[src/rtl/line_track_sequencer_if.sv]
// ---------------------------------------------------------------------------
// line_track_sequencer_if
// Bundles the control, sensor and route inputs and the mode outputs of the
// line-tracking sequencer.
//   start     : single-cycle start pulse (already debounced)
//   stop      : level, forces STOP
//   ir        : raw IR sensors {L,M,R}, 1 = over line, asynchronous
//   route     : programmed route, entry k at [2k+1:2k]
//   mode      : current mode code
//   last_mode : previous distinct mode code
//   junc_cnt  : junctions passed since START
// master drives the inputs (controller/bench side), slave is the sequencer.
// ---------------------------------------------------------------------------
interface line_track_sequencer_if #(
    parameter int MAX_JUNC = 8
);
    logic                    start;
    logic                    stop;
    logic [2:0]              ir;
    logic [2*MAX_JUNC-1:0]   route;
    logic [4:0]              mode;
    logic [4:0]              last_mode;
    logic [3:0]              junc_cnt;

    modport master (
        output start, stop, ir, route,
        input  mode, last_mode, junc_cnt
    );

    modport slave (
        input  start, stop, ir, route,
        output mode, last_mode, junc_cnt
    );
endinterface

[src/rtl/line_track_sequencer.sv]
// ---------------------------------------------------------------------------
// line_track_sequencer
// Driving controller of the line-tracking car. Synchronises and debounces the
// three IR sensors, then runs the mode FSM: start countdown, lane correction,
// junction routing from the programmed route, lost-line recovery and fault
// timeouts.
//   clk : system clock
//   rst : asynchronous active-high reset
//   bus : line_track_sequencer_if.slave (start, stop, ir, route in;
//         mode, last_mode, junc_cnt out)
// ---------------------------------------------------------------------------
module line_track_sequencer #(
    parameter int COUNT_CYC  = 100000000,
    parameter int DEB_CYC    = 16,
    parameter int CHOOSE_CYC = 20000000,
    parameter int TURN_MIN   = 30000000,
    parameter int TURN_MAX   = 200000000,
    parameter int LOST_CYC   = 50000000,
    parameter int BACK_MAX   = 100000000,
    parameter int MAX_JUNC   = 8
) (
    input  logic                  clk,
    input  logic                  rst,
    line_track_sequencer_if.slave bus
);

    typedef enum logic [4:0] {
        M_IDLE         = 5'd0,
        M_START        = 5'd1,
        M_COUNT        = 5'd2,
        M_STRAIGHT     = 5'd3,
        M_CHOOSE       = 5'd4,
        M_LEFT         = 5'd5,
        M_RIGHT        = 5'd6,
        M_BACK         = 5'd7,
        M_LITTLE_LEFT  = 5'd8,
        M_LITTLE_RIGHT = 5'd9,
        M_FINISH       = 5'd29,
        M_STOP         = 5'd30,
        M_ERROR        = 5'd31
    } mode_t;

    localparam logic [27:0] COUNT_LAST  = 28'(COUNT_CYC - 1);
    localparam logic [27:0] DEB_N       = 28'(DEB_CYC);
    localparam logic [27:0] CHOOSE_LAST = 28'(CHOOSE_CYC - 1);
    localparam logic [27:0] TURN_LO     = 28'(TURN_MIN);
    localparam logic [27:0] TURN_LAST   = 28'(TURN_MAX - 1);
    localparam logic [27:0] LOST_LAST   = 28'(LOST_CYC - 1);
    localparam logic [27:0] BACK_LAST   = 28'(BACK_MAX - 1);
    localparam logic [3:0]  JUNC_MAX    = 4'(MAX_JUNC);

    mode_t       state, next_state, last_state;
    logic [3:0]  junc_cnt;
    logic [27:0] state_tmr, lost_tmr;
    logic        take_route;
    logic        lost_active;
    logic [1:0]  entry;

    // ---------------- sensor path ----------------
    logic [2:0]  sync1, sync2, sync3, filt;
    logic [27:0] deb_cnt, deb_run;

    // deb_run = consecutive cycles, including this one, that sync2 has held
    // its current value; sync3 is sync2 one cycle late.
    always_comb begin
        deb_run = 28'd1;
        if (sync2 == sync3)
            deb_run = (deb_cnt == '1) ? deb_cnt : deb_cnt + 28'd1;
    end

    // NOTE: clocked state uses non-blocking assignments so every flop samples
    // pre-edge values; blocking here would collapse the synchroniser chain.
    always_ff @(posedge clk or posedge rst) begin
        if (rst) begin
            sync1   <= 3'b000;
            sync2   <= 3'b000;
            sync3   <= 3'b000;
            deb_cnt <= '0;
            filt    <= 3'b000;
        end else begin
            sync1   <= bus.ir;
            sync2   <= sync1;
            sync3   <= sync2;
            deb_cnt <= (deb_run >= DEB_N) ? DEB_N : deb_run;
            if (deb_run >= DEB_N)
                filt <= sync2;
        end
    end

    // Route entry selected by the current junction count.
    always_comb begin
        entry = 2'b00;
        for (int k = 0; k < MAX_JUNC; k++)
            if (junc_cnt == k[3:0])
                entry = bus.route[2*k +: 2];
    end

    // ---------------- FSM: state register ----------------
    always_ff @(posedge clk or posedge rst) begin
        if (rst) begin
            state      <= M_IDLE;
            last_state <= M_IDLE;
            junc_cnt   <= '0;
            state_tmr  <= '0;
            lost_tmr   <= '0;
        end else begin
            state <= next_state;
            if (next_state != state) begin
                last_state <= state;
                state_tmr  <= '0;
            end else if (state_tmr != '1) begin
                state_tmr  <= state_tmr + 28'd1;
            end

            if (!lost_active)
                lost_tmr <= '0;
            else if (lost_tmr != '1)
                lost_tmr <= lost_tmr + 28'd1;

            if (state == M_START)
                junc_cnt <= '0;
            else if (take_route && junc_cnt != JUNC_MAX)
                junc_cnt <= junc_cnt + 4'd1;
        end
    end

    // ---------------- FSM: next-state logic ----------------
    // NOTE: every combinational output gets a default before the case so no
    // path leaves it unassigned and no latch is inferred.
    always_comb begin
        next_state = state;
        take_route = 1'b0;
        case (state)
            M_IDLE:  if (bus.start) next_state = M_START;
            M_START: next_state = M_COUNT;
            M_COUNT: if (state_tmr == COUNT_LAST) next_state = M_STRAIGHT;

            M_STRAIGHT, M_LITTLE_LEFT, M_LITTLE_RIGHT: begin
                if (filt == 3'b111)
                    next_state = M_CHOOSE;
                else if (lost_tmr == LOST_LAST)
                    next_state = M_BACK;
                else begin
                    case (filt)
                        3'b010:         next_state = M_STRAIGHT;
                        3'b100, 3'b110: next_state = M_LITTLE_LEFT;
                        3'b001, 3'b011: next_state = M_LITTLE_RIGHT;
                        default:        next_state = state;  // 000 / 101
                    endcase
                end
            end

            M_CHOOSE: begin
                if (state_tmr == CHOOSE_LAST) begin
                    if (junc_cnt == JUNC_MAX)
                        next_state = M_FINISH;
                    else begin
                        take_route = 1'b1;
                        case (entry)
                            2'b00:   next_state = M_STRAIGHT;
                            2'b01:   next_state = M_LEFT;
                            2'b10:   next_state = M_RIGHT;
                            default: next_state = M_FINISH;
                        endcase
                    end
                end
            end

            M_LEFT, M_RIGHT: begin
                if (state_tmr >= TURN_LO && filt == 3'b010)
                    next_state = M_STRAIGHT;
                else if (state_tmr == TURN_LAST)
                    next_state = M_ERROR;
            end

            M_BACK: begin
                if (filt != 3'b000)
                    next_state = M_STRAIGHT;
                else if (state_tmr == BACK_LAST)
                    next_state = M_ERROR;
            end

            M_FINISH, M_STOP, M_ERROR: if (bus.start) next_state = M_START;

            default: next_state = M_IDLE;
        endcase

        // stop outranks everything, including a route decision in this cycle.
        if (bus.stop && state != M_IDLE && state != M_STOP) begin
            next_state = M_STOP;
            take_route = 1'b0;
        end
    end

    // ---------------- FSM: outputs ----------------
    always_comb begin
        bus.mode      = state;
        bus.last_mode = last_state;
        bus.junc_cnt  = junc_cnt;
        lost_active   = (filt == 3'b000) &&
                        (state == M_STRAIGHT || state == M_LITTLE_LEFT ||
                         state == M_LITTLE_RIGHT);
    end

endmodule

[src/flat_wrapper.sv]
// flat-port wrapper written by rule: the top's interface ports become plain ports
module line_track_sequencer_flat 
#(
    parameter int COUNT_CYC  = 100000000,
    parameter int DEB_CYC    = 16,
    parameter int CHOOSE_CYC = 20000000,
    parameter int TURN_MIN   = 30000000,
    parameter int TURN_MAX   = 200000000,
    parameter int LOST_CYC   = 50000000,
    parameter int BACK_MAX   = 100000000,
    parameter int MAX_JUNC   = 8
)
  (clk, rst, bus_start, bus_stop, bus_ir, bus_route, bus_mode, bus_last_mode, bus_junc_cnt);
  line_track_sequencer_if #(.MAX_JUNC(MAX_JUNC)) bus_i ();
  input  logic clk;
  input  logic rst;
  input wire logic [$bits(bus_i.start)-1:0] bus_start;
  input wire logic [$bits(bus_i.stop)-1:0] bus_stop;
  input wire logic [$bits(bus_i.ir)-1:0] bus_ir;
  input wire logic [$bits(bus_i.route)-1:0] bus_route;
  output wire logic [$bits(bus_i.mode)-1:0] bus_mode;
  output wire logic [$bits(bus_i.last_mode)-1:0] bus_last_mode;
  output wire logic [$bits(bus_i.junc_cnt)-1:0] bus_junc_cnt;
  assign bus_i.start = bus_start;
  assign bus_i.stop = bus_stop;
  assign bus_i.ir = bus_ir;
  assign bus_i.route = bus_route;
  assign bus_mode = bus_i.mode;
  assign bus_last_mode = bus_i.last_mode;
  assign bus_junc_cnt = bus_i.junc_cnt;
  line_track_sequencer #(.COUNT_CYC(COUNT_CYC), .DEB_CYC(DEB_CYC), .CHOOSE_CYC(CHOOSE_CYC), .TURN_MIN(TURN_MIN), .TURN_MAX(TURN_MAX), .LOST_CYC(LOST_CYC), .BACK_MAX(BACK_MAX), .MAX_JUNC(MAX_JUNC)) u_core (.clk(clk), .rst(rst), .bus(bus_i));
endmodule
[config.mk]
export PLATFORM = sky130hd
export DESIGN_NAME = line_track_sequencer_flat
export DESIGN_NICKNAME = d
export VERILOG_FILES = /design/src/rtl/line_track_sequencer_if.sv /design/src/rtl/line_track_sequencer.sv /design/src/flat_wrapper.sv
export SDC_FILE = /design/constraint.sdc
export NUM_CORES = 1
export LEC_CHECK = 0
export CAP_MARGIN = 20
export CORE_MARGIN = 4
export CORE_UTILIZATION = 40
export CTS_BUF_LIST = sky130_fd_sc_hd__clkbuf_4 sky130_fd_sc_hd__clkbuf_8
export DETAILED_ROUTE_END_ITERATION = 7
export DONT_BUFFER_PORTS = 1
export SETUP_SLACK_MARGIN = 0.4
export SYNTH_ARGS = -nofsm -noshare
export SYNTH_HDL_FRONTEND = slang
export SYNTH_SLANG_ARGS = --single-unit
[constraint.sdc]
create_clock -name clk -period 6.8 [get_ports clk]
set_input_delay 1.36 -clock clk [delete_from_list [all_inputs] [get_ports clk]]
set_output_delay 1.36 -clock clk [all_outputs]
set_load 0.01 [all_outputs]
* Word-level counts from Yosys, hierarchy flattened
Index checks and enable logic that the tools add are counted.
** Cells by class
- $add $sub $neg :: 4
- Magnitude comparators :: 2
- Equality and inequality tests :: 40
- Mux-type cells :: 35
- Reduce and logical (&&, ||, !) cells :: 20
** Operators by type and width (number)
- 28-bit two-way mux :: 7
- 28-bit by 1-bit adder with 28-bit output, second input constant :: 3
- 28-bit equality test, second input constant :: 2
- 28-bit inequality test, second input constant :: 2
- 5-bit two-way mux :: 11
- 5-bit one-hot mux with 7 select lines :: 1
- 5-bit one-hot mux with 3 select lines :: 2
- 28-bit by 25-bit equality test with 1-bit output, second input constant :: 1
- 28-bit by 26-bit equality test with 1-bit output, second input constant :: 1
- 28-bit by 27-bit equality test with 1-bit output, second input constant :: 1
- 28-bit by 25-bit >= comparator with 1-bit output, second input constant :: 1
- 28-bit by 5-bit >= comparator with 1-bit output, second input constant :: 1
- 5-bit by 3-bit equality test with 1-bit output, second input constant :: 4
- 4-bit by 3-bit equality test with 1-bit output, second input constant :: 4
- 2-bit two-way mux :: 8
- 5-bit equality test, second input constant :: 3
- 5-bit by 2-bit equality test with 1-bit output, second input constant :: 2
- 5-bit by 4-bit equality test with 1-bit output, second input constant :: 2
- 3-bit equality test, second input constant :: 3
- 4-bit by 2-bit equality test with 1-bit output, second input constant :: 2
- 4-bit two-way mux :: 2
- 3-bit by 2-bit equality test with 1-bit output, second input constant :: 2
- 2-bit OR reduction :: 3
- 5-bit by 1-bit equality test with 1-bit output, second input constant :: 1
- other kinds (23) :: 32
** Storage, ports and cells
- Register bits :: 110
- Output and inout port bits :: 14
- Logic and storage cells :: 111

* Longest topological paths before layout
- Depth in word-level cells :: 17
- Mapped depth :: 13
- Depth with buffers taken out :: 10

* Worst setup path before layout
Ideal clock, no wire load.
- Path type :: input-to-reg
- Start point :: input port bus_route[11]
- End point :: register u_core.state_tmr[17]
- Library setup time :: 72 ps
- Data arrival time :: 3449 ps
- Setup slack :: 3279 ps
- Stages :: 10
- Buffers on the path :: 2
- Path through :: or3b_1 a311o_1 o21a_1 o211a_1 o31a_1 nor4_4 nand4_4 buf_6 buf_6 nor2_1
** Between the ends
- Word-level cells in the longest chain between the ends :: 11
- Elaborated cells on any way between the ends :: 14
- Those cells by class :: 3 x eq/ne; 9 x mux; 2 x reduce/logical
** RTL lines
- start: declaration :: RTL line flat_wrapper.sv:20 : input wire logic [$bits(bus_i.route)-1:0] bus_route;
- 2-bit two-way mux (*) (3 in series) :: RTL line line_track_sequencer.sv:94 : if (junc_cnt == k[3:0])
- 2-bit equality test (tied with other cells) :: RTL line line_track_sequencer.sv:159 : case (entry)
- 5-bit one-hot mux with 3 select lines (*) :: RTL line line_track_sequencer.sv:159
- 5-bit two-way mux (*) :: RTL line line_track_sequencer.sv:155 : if (junc_cnt == JUNC_MAX)
- 5-bit two-way mux (*) :: RTL line line_track_sequencer.sv:154 : if (state_tmr == CHOOSE_LAST) begin
- 5-bit one-hot mux with 7 select lines (*) :: RTL line line_track_sequencer.sv:133 : case (state)
- 5-bit two-way mux (*) :: RTL line line_track_sequencer.sv:189 : if (bus.stop && state != M_IDLE && state != M_STOP) begin
- 5-bit inequality test (*) :: RTL line line_track_sequencer.sv:108 : if (next_state != state) begin
- 28-bit two-way mux or 2-bit nonzero test (tied branches)
- end signal: assignment :: RTL line line_track_sequencer.sv:112 : state_tmr <= state_tmr + 28'd1;
- end: declaration :: RTL line line_track_sequencer.sv:54 : logic [27:0] state_tmr, lost_tmr;
Every way passes the cells marked *; elsewhere a longest branch is shown, timed or not.
A chain may end at the register's enable or synchronous reset.

* Final worst setup path
- Start point :: register u_core.junc_cnt[0], in the netlist u_core.bus.junc_cnt[0]
- End point :: register u_core.last_state[4], in the netlist u_core.bus.last_mode[4]
** Between the ends
- Word-level cells in the longest chain between the ends :: 16
- Elaborated cells on any way between the ends :: 26
- Those cells by class :: 11 x eq/ne; 13 x mux; 2 x reduce/logical
** RTL lines
- start: declaration :: RTL line line_track_sequencer.sv:53 : logic [3:0] junc_cnt;
- start signal: assignment :: RTL line line_track_sequencer.sv:123 : junc_cnt <= junc_cnt + 4'd1;
- 4-bit logical NOT :: RTL line line_track_sequencer.sv:94
- 2-bit two-way mux (8 in series) :: RTL line line_track_sequencer.sv:94
- 2-bit equality test (tied with other cells) :: RTL line line_track_sequencer.sv:159
- 5-bit one-hot mux with 3 select lines :: RTL line line_track_sequencer.sv:159
- 5-bit two-way mux (*) :: RTL line line_track_sequencer.sv:155
- 5-bit two-way mux (*) :: RTL line line_track_sequencer.sv:154
- 5-bit one-hot mux with 7 select lines (*) :: RTL line line_track_sequencer.sv:133
- 5-bit two-way mux (*) :: RTL line line_track_sequencer.sv:189
- 5-bit inequality test (*) :: RTL line line_track_sequencer.sv:108
- end signal: assignment :: RTL line line_track_sequencer.sv:109 : last_state <= state;
- end: declaration :: RTL line line_track_sequencer.sv:52 : mode_t state, next_state, last_state;
Marks and branches as above.

==> impl_summary.md <==
Status
The run finished with clean final reports.

Worst setup path
The critical path capture point type is a flip-flop. In this design, the stage delay of the slowest critical-path cell is 0.49 ns. The worst setup path is launched from a flip-flop.

Of all nets on the critical path, the largest fanout is 32. The sum of buffers and inverters on the critical path is 1. Traced cell by cell, the critical path runs through inv_1, ha_1, or3b_1, a311o_1, o21a_1, o211a_1, o31a_1, nor4_4, nand4_4, mux2_2. The required time at the worst-slack endpoint is 7.06 ns.

The startpoint-to-endpoint class of the critical path is reg -> reg. The slowest cell on the critical path is dfrtp_1. The arrival time at the worst endpoint is 3.96 ns. In this design, the largest share of critical-path delay is due to simple AND/OR/NAND/NOR gates.

Timing
Across all setup checks in the final design, the least slack found is 3.10 ns. The final number of max-transition violations is 0. The top achievable clock speed is 270 MHz. Setup repair after global routing left no endpoint under its margin. Measured against its own limit, the worst slew margin works out to 37.3%. At the pin with the least slew margin, the transition time is 0.938 ns. Adding up every negative setup slack in the final design gives 0 ns. The minimum period implied by the final worst setup slack is 3.70 ns. The worst-case clock skew is 0.0144 ns. The setup-violating endpoint count in the final report is 0.

After layout, the worst path uses 54.5% of the clock period. The number of hold violations in the final report is 0.

Clocking
The clock tree synthesis step divided the H-tree into 3 levels. After clock tree synthesis, the clock-pin slew on the worst setup and hold paths is 0.10 ns. After clock tree synthesis, the flow added hold-fix buffers numbering 0. The number of buffers on the longest clock path is 2.

The clock tree from TritonCTS is done. Counting every sink on the clock net gives 110. In this run the post-CTS setup repair buffer count came out at 0. CTS placed an instance of clkbuf_8 at the clock tree root. The TritonCTS buffer count is 9. The number of gates resized after CTS was 0. The clock latency on the worst-skew pair is 0.38 ns.

Job
The total of max-cap violations is 0.

Die
The height of the die is 135 um. The floorplan step set the die width to 135 um. In this run the count of I/O pins placed on the die edge is 37. The die covers 18,300 um2. After floorplanning, the core was sized to cover 15,900 um2.

The effective utilization at floorplan is 40.9%. The cell row count is 46.

Finish
Of the cells placed in the final design, the portion with a size suffix greater than 1 is 7.15%. The net count of the finished layout is 739. The repair_antennas step left the layout with diodes totalling 0. Compared with the post-synthesis result, the final layout area differs by 6.42%. The post-route non-filler standard cell count is 929.

Yosys
Sorting the synthesized cells by area gives the leading types as dfrtp_1 42%, xnor2_1 5.3%, nor2_1 5.0%, xor2_1 3.4%, nand2_1 3.0%. Summing the areas of all xor and xnor instances in the mapped netlist gives 8.63% of the synthesized area. The synthesized-area fraction occupied by adder cells is 1.54%. The number of flops mapped to enable cells by yosys is 0. The count of state elements after synthesis is 110. dfrtp_1 takes more of the synthesized area than any other cell. Among all flip-flop cells after synthesis, the most frequent one is dfrtp_1. Of the synthesized area, sequential elements account for 42.4%. After Yosys synthesis, and, or, nand and nor cells account for 30.1% of the synthesized area. Ranked by instance count, the synthesized netlist is headed by 110 x dfrtp_1, 87 x nor2_1, 52 x nand2_1. In the synthesized netlist the async set-or-reset flop fraction comes to 100%. The number of warnings issued by yosys is 0. Yosys instantiated no cell more often than dfrtp_1. The synthesized area per cell is 9.29 um2. After synthesis, the largest family of logic cells by area is simple AND/OR/NAND/NOR gates. The number of cells produced by synthesis is 699. The mux contribution to synthesized area is 2.45%. The area share of the leading cell type in the synthesized netlist is 42.4%.

Yosys mapped the design onto 79 distinct sky130hd cell types. The netlist area before placement is 6490 um2. The synthesized netlist devotes 11.2% of its cell area to compound gates.

Routing
The number of detailed-routing iterations run before antenna repair is 5. The routed layout has 5,204 vias. After detailed routing, the number of remaining DRC violations is 0. The remaining number of nets flagged by the antenna check after routing is 0. The final routed wire length divided by cell count is 15.7 um. The final layout contains routed wiring with a total length of 14,600 um. The first routing iteration left 420 violations.

Dividing the detail-routed via count by the number of cells gives 5.60.

Global route
The global-route total usage across every layer is 16.5%. The initial antenna violation count was 0. The first global-routing pass estimated 24,800 um of wire.

Entering global routing, the biggest net connects 78 pins. The via count of the first global-routing pass was 5,023. For this run the aggregate overflow at the end of global routing stands at 0.

Min path
The kind of path behind the tightest hold check is reg -> reg.

Placement
OpenSTA, run right after detailed placement, puts the worst setup slack at 2.73 ns. The placed wire-length estimate after detailed placement is 10,700 um. Routability-driven placement finished with a final weighted congestion of 0.917. The number of port buffers is 0. The post-placement cell count is 913.

Power and ir drop
The peak supply drop is 0.108 mV. The total leakage power is 2.69 nW. The cell area power density is 228 nW/um2.
## worst paths after layout
check | from | end | slack (ns) | cells past startpoint
max | u_core.bus.junc_cnt[0] | u_core.bus.last_mode[4] | 3.10 | 10
min | u_core.sync1[1] | u_core.sync2[1] | 0.36 | 0
max reg2reg | u_core.bus.junc_cnt[0] | u_core.bus.last_mode[4] | 3.10 | 10
min reg2reg | u_core.sync1[1] | u_core.sync2[1] | 0.36 | 0
max in group asynchronous | rst | u_core.deb_cnt[2] | 4.67 | 2
min in group asynchronous | rst | u_core.bus.last_mode[3] | 0.85 | 1
## cells in the final DEF, fill, tap and decap left out, drive strengths merged, types with 6 or more instances in the layout
| cell type | count |
|---|---|
| nor2b | 6 |
| nand3 | 38 |
| or4 | 6 |
| a21oi | 18 |
| xnor2 | 39 |
| and4 | 8 |
| o21ai | 16 |
| nand2 | 52 |
| or3 | 12 |
| and2 | 15 |
| ha | 8 |
| nand4 | 32 |
| xor2 | 25 |
| a211oi | 8 |
| dfrtp | 110 |
| nor2 | 87 |
| nor3 | 28 |
| nor4 | 18 |
| conb | 23 |
| mux2 | 7 |
| mux2i | 8 |
| and3 | 17 |
| clkbuf | 12 |
| inv | 28 |
## registers in the layout, indices dropped and copies added, names as in the netlist
name,count
u_core.bus.last_mode,5
u_core.sync1,3
u_core.filt,3
u_core.bus.mode,5
u_core.sync2,3
u_core.bus.junc_cnt,4
u_core.state_tmr,28
u_core.deb_cnt,28
u_core.lost_tmr,28
u_core.sync3,3
## worst reg2reg max path, stage by stage, from the launching register on
cell and delay [ns]:
dfrtp_1 0.49, inv_1 0.13, ha_1 0.33, or3b_1 0.41
a311o_1 0.35, o21a_1 0.13, o211a_1 0.17, o31a_1 0.32
nor4_4 0.36, nand4_4 0.45, mux2_2 0.45
## logic make-up (layout without fill, tap and decap cells)
kind of cell | after synthesis | count (layout)
simple gates | 351 | 351
other cells | 1 | 23
buf+inv | 52 | 44
compound gates | 98 | 98
flops | 110 | 110
xor+xnor | 64 | 64
mux | 15 | 15
fa+ha+maj | 8 | 8
## metal layers
layer,share of wire (%),up-vias,routed length (um),global-route usage [%]
met5,0,-,0,0
met3,4.9,19,710,3.31
met2,48,141,6980,26.7
met4,1.8,0,264,5.26
li1,-,2509,-,-
met1,45,2535,6630,22.3
## power breakdown
group	leakage (nW)	internal (mW)	switching, mW	total (mW)
Combinational	1.16	0.156	0.206	0.362
Clock	0.0978	0.154	0.223	0.377
Sequential	1.43	0.702	0.135	0.837
## final cells by class
cell class | count | area (um2)
clock inverters | 4 | 31.3
repair buffers | 1 | 7.51
clock buffers | 12 | 153
flip-flops and latches | 110 | 2750
multi-input cells | 559 | 3590
well taps | 216 | 270
fillers | 1605 | 8970
inverters | 27 | 104
## through the flow
| stage | cell area (um2) | hold WS [ns] | total power, mW | util (%) |
|---|---|---|---|---|
| 6_report | 6910 | 0.361 | 1.58 | 43.5 |
| 5_1_grt | 6910 | 0.370 | 1.67 | 43.5 |
| 4_1_cts | 6910 | 0.366 | 1.59 | 43.5 |
| 3_5_place_dp | 6730 | 0.342 | 1.21 | 42.3 |
| 3_3_place_gp | 6730 | 0.340 | 1.19 | 42.3 |
| 2_1_floorplan | 6580 | 0.331 | 1.13 | - |
(Power assumes the default switching activity.)
